===== src/rtl/led_ctrl_pkg.sv =====
// Shared types and helpers for the LED output stage.
// Mode encoding matches the processor's cfg_mode field.
package led_ctrl_pkg;

  typedef enum logic [1:0] {
    MODE_DIRECT = 2'd0,
    MODE_BLINK  = 2'd1,
    MODE_SCROLL = 2'd2,
    MODE_PWM    = 2'd3
  } led_mode_t;

  // Clock cycles per blink/scroll tick; caller must keep the result >= 2.
  function automatic int unsigned calc_div(input int unsigned clk_hz,
                                           input int unsigned tick_hz);
    return clk_hz / tick_hz;
  endfunction

endpackage


===== src/rtl/tick_prescaler.sv =====
// Free-running divide-by-DIV counter producing a registered one-cycle tick.
// A clr restarts the count so the next tick lands DIV cycles later.
module tick_prescaler #(
  parameter int unsigned DIV = 10
) (
  input  logic clk,
  input  logic rst,
  input  logic clr,
  output logic tick
);

  localparam int unsigned W = (DIV > 1) ? $clog2(DIV) : 1;
  localparam logic [W-1:0] LAST = W'(DIV - 1);

  logic [W-1:0] presc_q, presc_d;
  logic         tick_q, tick_d;

  always_comb begin
    presc_d = presc_q + W'(1);
    tick_d  = 1'b0;
    if (clr) begin
      presc_d = '0;
    end else if (presc_q == LAST) begin
      presc_d = '0;
      tick_d  = 1'b1;
    end
  end

  always_ff @(posedge clk or posedge rst) begin
    if (rst) begin
      presc_q <= '0;
      tick_q  <= 1'b0;
    end else begin
      presc_q <= presc_d;
      tick_q  <= tick_d;
    end
  end

  assign tick = tick_q;

endmodule


===== src/rtl/led_ctrl.sv =====
// LED output stage: latches processor writes and shows them direct, blinking,
// scrolling or PWM-dimmed. Led is driven straight from a flop.
module led_ctrl
  import led_ctrl_pkg::*;
#(
  parameter int unsigned NUM_LEDS = 8,
  parameter int unsigned CLK_HZ   = 100_000_000,
  parameter int unsigned TICK_HZ  = 4,
  parameter int unsigned PWM_BITS = 4
) (
  input  logic                clk,
  input  logic                rst,
  input  logic                wr_en,
  input  logic [NUM_LEDS-1:0] wr_data,
  input  logic                cfg_en,
  input  logic [1:0]          cfg_mode,
  input  logic [PWM_BITS-1:0] cfg_duty,
  output logic [NUM_LEDS-1:0] Led,
  output logic                tick
);

  localparam int unsigned DIV = calc_div(CLK_HZ, TICK_HZ);

  logic [NUM_LEDS-1:0] data_q, data_d;
  logic [NUM_LEDS-1:0] shift_q, shift_d, shift_rot;
  led_mode_t           mode_q, mode_d;
  logic [PWM_BITS-1:0] duty_q, duty_d;
  logic [PWM_BITS-1:0] pwm_cnt_q, pwm_cnt_d;
  logic                phase_q, phase_d;
  logic [NUM_LEDS-1:0] led_q, led_d;

  tick_prescaler #(
    .DIV (DIV)
  ) u_tick_prescaler (
    .clk  (clk),
    .rst  (rst),
    .clr  (cfg_en),
    .tick (tick)
  );

  if (NUM_LEDS == 1) begin : g_rot_single
    assign shift_rot = shift_q;
  end else begin : g_rot_multi
    assign shift_rot = {shift_q[NUM_LEDS-2:0], shift_q[NUM_LEDS-1]};
  end

  // Later assignments take priority: write beats config beats tick.
  always_comb begin
    data_d    = data_q;
    shift_d   = shift_q;
    mode_d    = mode_q;
    duty_d    = duty_q;
    phase_d   = phase_q;
    pwm_cnt_d = pwm_cnt_q + PWM_BITS'(1);

    if (tick) begin
      phase_d = ~phase_q;
      if (mode_q == MODE_SCROLL) begin
        shift_d = shift_rot;
      end
    end
    if (cfg_en) begin
      mode_d  = led_mode_t'(cfg_mode);
      duty_d  = cfg_duty;
      phase_d = 1'b1;
      shift_d = data_q;
    end
    if (wr_en) begin
      data_d  = wr_data;
      shift_d = wr_data;
    end
  end

  always_comb begin
    led_d = '0;
    unique case (mode_q)
      MODE_DIRECT: led_d = data_q;
      MODE_BLINK:  led_d = phase_q ? data_q : '0;
      MODE_SCROLL: led_d = shift_q;
      MODE_PWM:    led_d = ((duty_q == '1) || (pwm_cnt_q < duty_q)) ? data_q : '0;
      default:     led_d = '0;
    endcase
  end

  always_ff @(posedge clk or posedge rst) begin
    if (rst) begin
      data_q    <= '0;
      shift_q   <= '0;
      mode_q    <= MODE_DIRECT;
      duty_q    <= '1;
      phase_q   <= 1'b1;
      pwm_cnt_q <= '0;
      led_q     <= '0;
    end else begin
      data_q    <= data_d;
      shift_q   <= shift_d;
      mode_q    <= mode_d;
      duty_q    <= duty_d;
      phase_q   <= phase_d;
      pwm_cnt_q <= pwm_cnt_d;
      led_q     <= led_d;
    end
  end

  assign Led = led_q;

endmodule


===== config.mk =====
export PLATFORM = sky130hd
export DESIGN_NAME = led_ctrl
export DESIGN_NICKNAME = d
export VERILOG_FILES = /design/src/rtl/led_ctrl_pkg.sv /design/src/rtl/tick_prescaler.sv /design/src/rtl/led_ctrl.sv
export SDC_FILE = /design/constraint.sdc
export NUM_CORES = 1
export LEC_CHECK = 0
export ABC_AREA = 1
export CORE_MARGIN = 3
export CORE_UTILIZATION = 58
export CTS_BUF_LIST = sky130_fd_sc_hd__clkbuf_16
export CTS_CLUSTER_DIAMETER = 60
export DETAILED_ROUTE_END_ITERATION = 10
export PLACE_DENSITY_LB_ADDON = 0.08
export SYNTH_ARGS = -nofsm -noshare
export SYNTH_HDL_FRONTEND = slang
export SYNTH_SLANG_ARGS = --single-unit

===== constraint.sdc =====
create_clock -name clk -period 2.3 [get_ports clk]
set_input_delay 0.46 -clock clk [delete_from_list [all_inputs] [get_ports clk]]
set_output_delay 0.46 -clock clk [all_outputs]
set_load 0.02 [all_outputs]

==> out/qor.csv <==
stage,metric,value,unit
outcome,status,completed,
logic_synthesis,ys_seq_area_share,47.9,%
logic_synthesis,syn_area,3200,µm²
worst_setup_path,worst-path-stages,1,
timing,rsz0062_at_grt,false,
timing,worstMarginPinSlew,0.534,ns
timing,tns,0,ns
power,p_comb_share,10.3,%
clock_tree,cts_tree,yes,
worst_setup_path,start_kind,flop,
worst_setup_path,cpPeakStageDelay,0.64,ns
timing,skew,0.00897,ns
timing,setup_viol,0,
finish,drive_gt1_share,15.9,%
power,p_sw_share,24.2,%
logic_synthesis,synthDistinctLibCells,29,
worst_setup_path,crit_family,buffers and inverters,
clock_tree,clock_sinks,61,
worst_setup_path,worstSetupPathType,reg -> out,
clock_tree,cts_setup_buffers,0,
worst_setup_path,r2r_cells,8,
power,p_switching,627,µW
worst_hold_path,hold_path.class,in -> async,
timing,hold_viol,0,
drt,dr.pass1.iters,4,
floorplan,rows,26,
floorplan,dieArea,6450,µm²
logic_synthesis,synth.yosys.warnings,0,
timing,relSlewSlack,64.3,%
placed_design,placement.setup.worst_slack,0.485,ns
clock_tree,clkTransAtPathRegs,0.05,ns
grt,grt_max_degree,46,
clock_tree,cts_buffers,9,
finish,nNetsFinal,453,
power,leakagePower,1.68,nW
floorplan,die_w,80.3,µm
power,internal_power,1.97,mW
logic_synthesis,synth_area_leaders,"dfrtp_1 (44%), nand2_1 (12%), nor2_1 (5.7%), inv_1 (4.2%), dfstp_2 (4.1%)",
grt,grt_pass1_wl,11300,µm
clock_tree,cts-resized-gates,0,
grt,grt_pass1_vias,2503,
timing,max_freq,0.547,GHz
drt,drt_iter0_drc,169,
worst_setup_path,path_cells,clkdlybuf4s50_1,
drt,routedWlPerCell,13.0,µm
finish,antennaDiodeCount,0,
logic_synthesis,syn-num-nets,422,
clock_tree,clock_path_buffers,2,
timing,fin_ws,0.472,ns
clock_tree,root_buffer,clkbuf_16,
logic_synthesis,yosysTopAreaCell,dfrtp_1,
grt,gr-total-overflow,0,
placed_design,dp_hpwl,4770,µm
worst_setup_path,crit_slowest_cell,clkdlybuf4s50_1,
logic_synthesis,syn_avg_cell_area,8.03,µm²
logic_synthesis,synth_cells,399,
finish,area_growth,18.5,%
job,maxCapViolCount,0,
worst_setup_path,critical_path.max_fanout,4,
drt,totalWireLength,6580,µm
clock_tree,clk_latency,0.32,ns
logic_synthesis,yosysTopAreaCellShare,43.8,%
timing,whs,0.435,ns
timing,finalCritPeriodShare,79.5,%
drt,drc_errors,0,
power,powerDensity,683,nW/µm²
floorplan,fp.coreArea,5240,µm²
grt,grtUsageTotal,22.7,%
clock_tree,cts.htree.levels,3,
grt,antenna_found_initial,0,
floorplan,dieHeight,80.3,µm
floorplan,start_util,61.2,%
clock_tree,hold_buffers,0,
worst_setup_path,arrival,1.37,ns
placed_design,io_buffers,26,
drt,via_count,2606,
worst_setup_path,cp-end-kind,output port,
timing,drv_slew,0,
placed_design,gp_congestion,0.973,
drt,ant_nets,0,
power,seqPwrFrac,45.5,%
power,max-vdd-ir-drop,506,µV
drt,via_per_inst,5.16,
worst_setup_path,crit_required,1.84,ns
logic_synthesis,synth-seq-cells,61,
floorplan,boundaryPins,27,
worst_setup_path,cp_num_buf_inv,1,
timing,fin_crit,1.83,ns
finish,nFillCells,412,
power,clkPwrFrac,44.2,%
worst_setup_path,rrSetupSlack,0.48,ns
-- flip-flops by register name, indices dropped and copies added, names as in the netlist --
signal,count
shift_q,8
duty_q,4
u_tick_prescaler.tick,1
mode_q,2
Led,8
data_q,8
pwm_cnt_q,4
u_tick_prescaler.presc_q,25
phase_q,1
-- power groups by stage --
stage / Combinational (mW) / Clock (mW) / Sequential, mW
2_1_floorplan: 0.131 / 0 / 1.22
3_3_place_gp: 0.264 / 0 / 1.19
3_5_place_dp: 0.269 / 0 / 1.20
4_1_cts: 0.271 / 1.17 / 1.18
5_1_grt: 0.302 / 1.23 / 1.19
6_report: 0.267 / 1.15 / 1.18
-- cells in the final DEF, fill, tap and decap left out, drive strengths merged --
master         netlist  final
or2                  1      1
clkdlybuf4s50        0     25
nor4                 1      1
ha                   5      5
buf                  6      5
nand4                6      6
nand3               24     24
nor3b                1      1
a31oi                8      8
dfrtp               56     56
nand2              115    115
xor2                 5      5
nor2                74     74
xnor2                5      5
clkinv               0      5
o21ai               26     26
clkbuf               4      9
nor3                 5      5
inv                 39     41
a21oi               13     13
dfstp                5      5
-- stage by stage --
| step | cells | util [%] | power, mW | cell area [µm²] |
|---|---|---|---|---|
| final | 505 | 72.5 | 2.59 | 3790 |
| after global routing | 505 | 72.5 | 2.72 | 3790 |
| after CTS | 505 | 72.5 | 2.62 | 3790 |
| after detailed placement | 489 | 67.5 | 1.47 | 3530 |
| after global placement | 489 | 67.5 | 1.46 | 3530 |
| after floorplan | 399 | - | 1.35 | 3200 |
-- routing by layer --
metal | GRT usage (%) | vias to the layer above | part of all wire [%]
li1 | - | 1340 | -
met4 | 8.78 | 0 | 1.2
met3 | 4.48 | 9 | 4.7
met1 | 30.5 | 1198 | 45
met5 | 0 | - | 0
met2 | 36.3 | 59 | 49
-- final timing paths --
kind / from / to
max in group asynchronous: rst / phase_q
setup reg to reg: u_tick_prescaler.presc_q[0] / u_tick_prescaler.presc_q[12]
min in group clk: data_q[0] / Led[0]
setup / recovery: u_tick_prescaler.tick / tick
hold / removal: rst / pwm_cnt_q[2]
hold reg to reg: data_q[0] / Led[0]
-- synthesized netlist by cell type --
master	count
nand2_1	105
dfrtp_1	56
nor2_1	49
inv_1	36
o21ai_0	24
nand3_1	18
nor2_2	18
a21oi_1	13
nand2_2	9
a31oi_1	8
nor2_4	7
nand3_2	6
nand4_1	6
dfstp_2	5
ha_1	5
xnor2_1	5
xor2_1	5
buf_2	4
clkbuf_1	4
nor3_1	4
inv_2	3
o21ai_1	2
buf_4	1
buf_6	1
nand2_4	1
nor3_2	1
nor3b_1	1
nor4_1	1
or2_1	1
-- layout make-up --
cell class              instances  area, µm²  share of cell area [%]
multi-input cells             289       1470                    38.7
clock buffers                   9        225                    5.93
inverters                      39        146                    3.86
flip-flops and latches         61       1530                    40.4
clock inverters                 7       35.0                   0.923
repair buffers                 30        298                    7.85
well taps                      70       87.6                    2.31
-- cells by family (layout without fill, tap and decap cells) --
logic type	count (synthesis)	after routing	share of synthesized area (%)
xor+xnor	10	10	2.73
simple gates	227	227	33.6
compound gates	47	47	7.66
flops	61	61	47.9
buf+inv	49	85	6.25
fa+ha+maj	5	5	1.95
No activity file was read; power rests on OpenSTA's default activity.
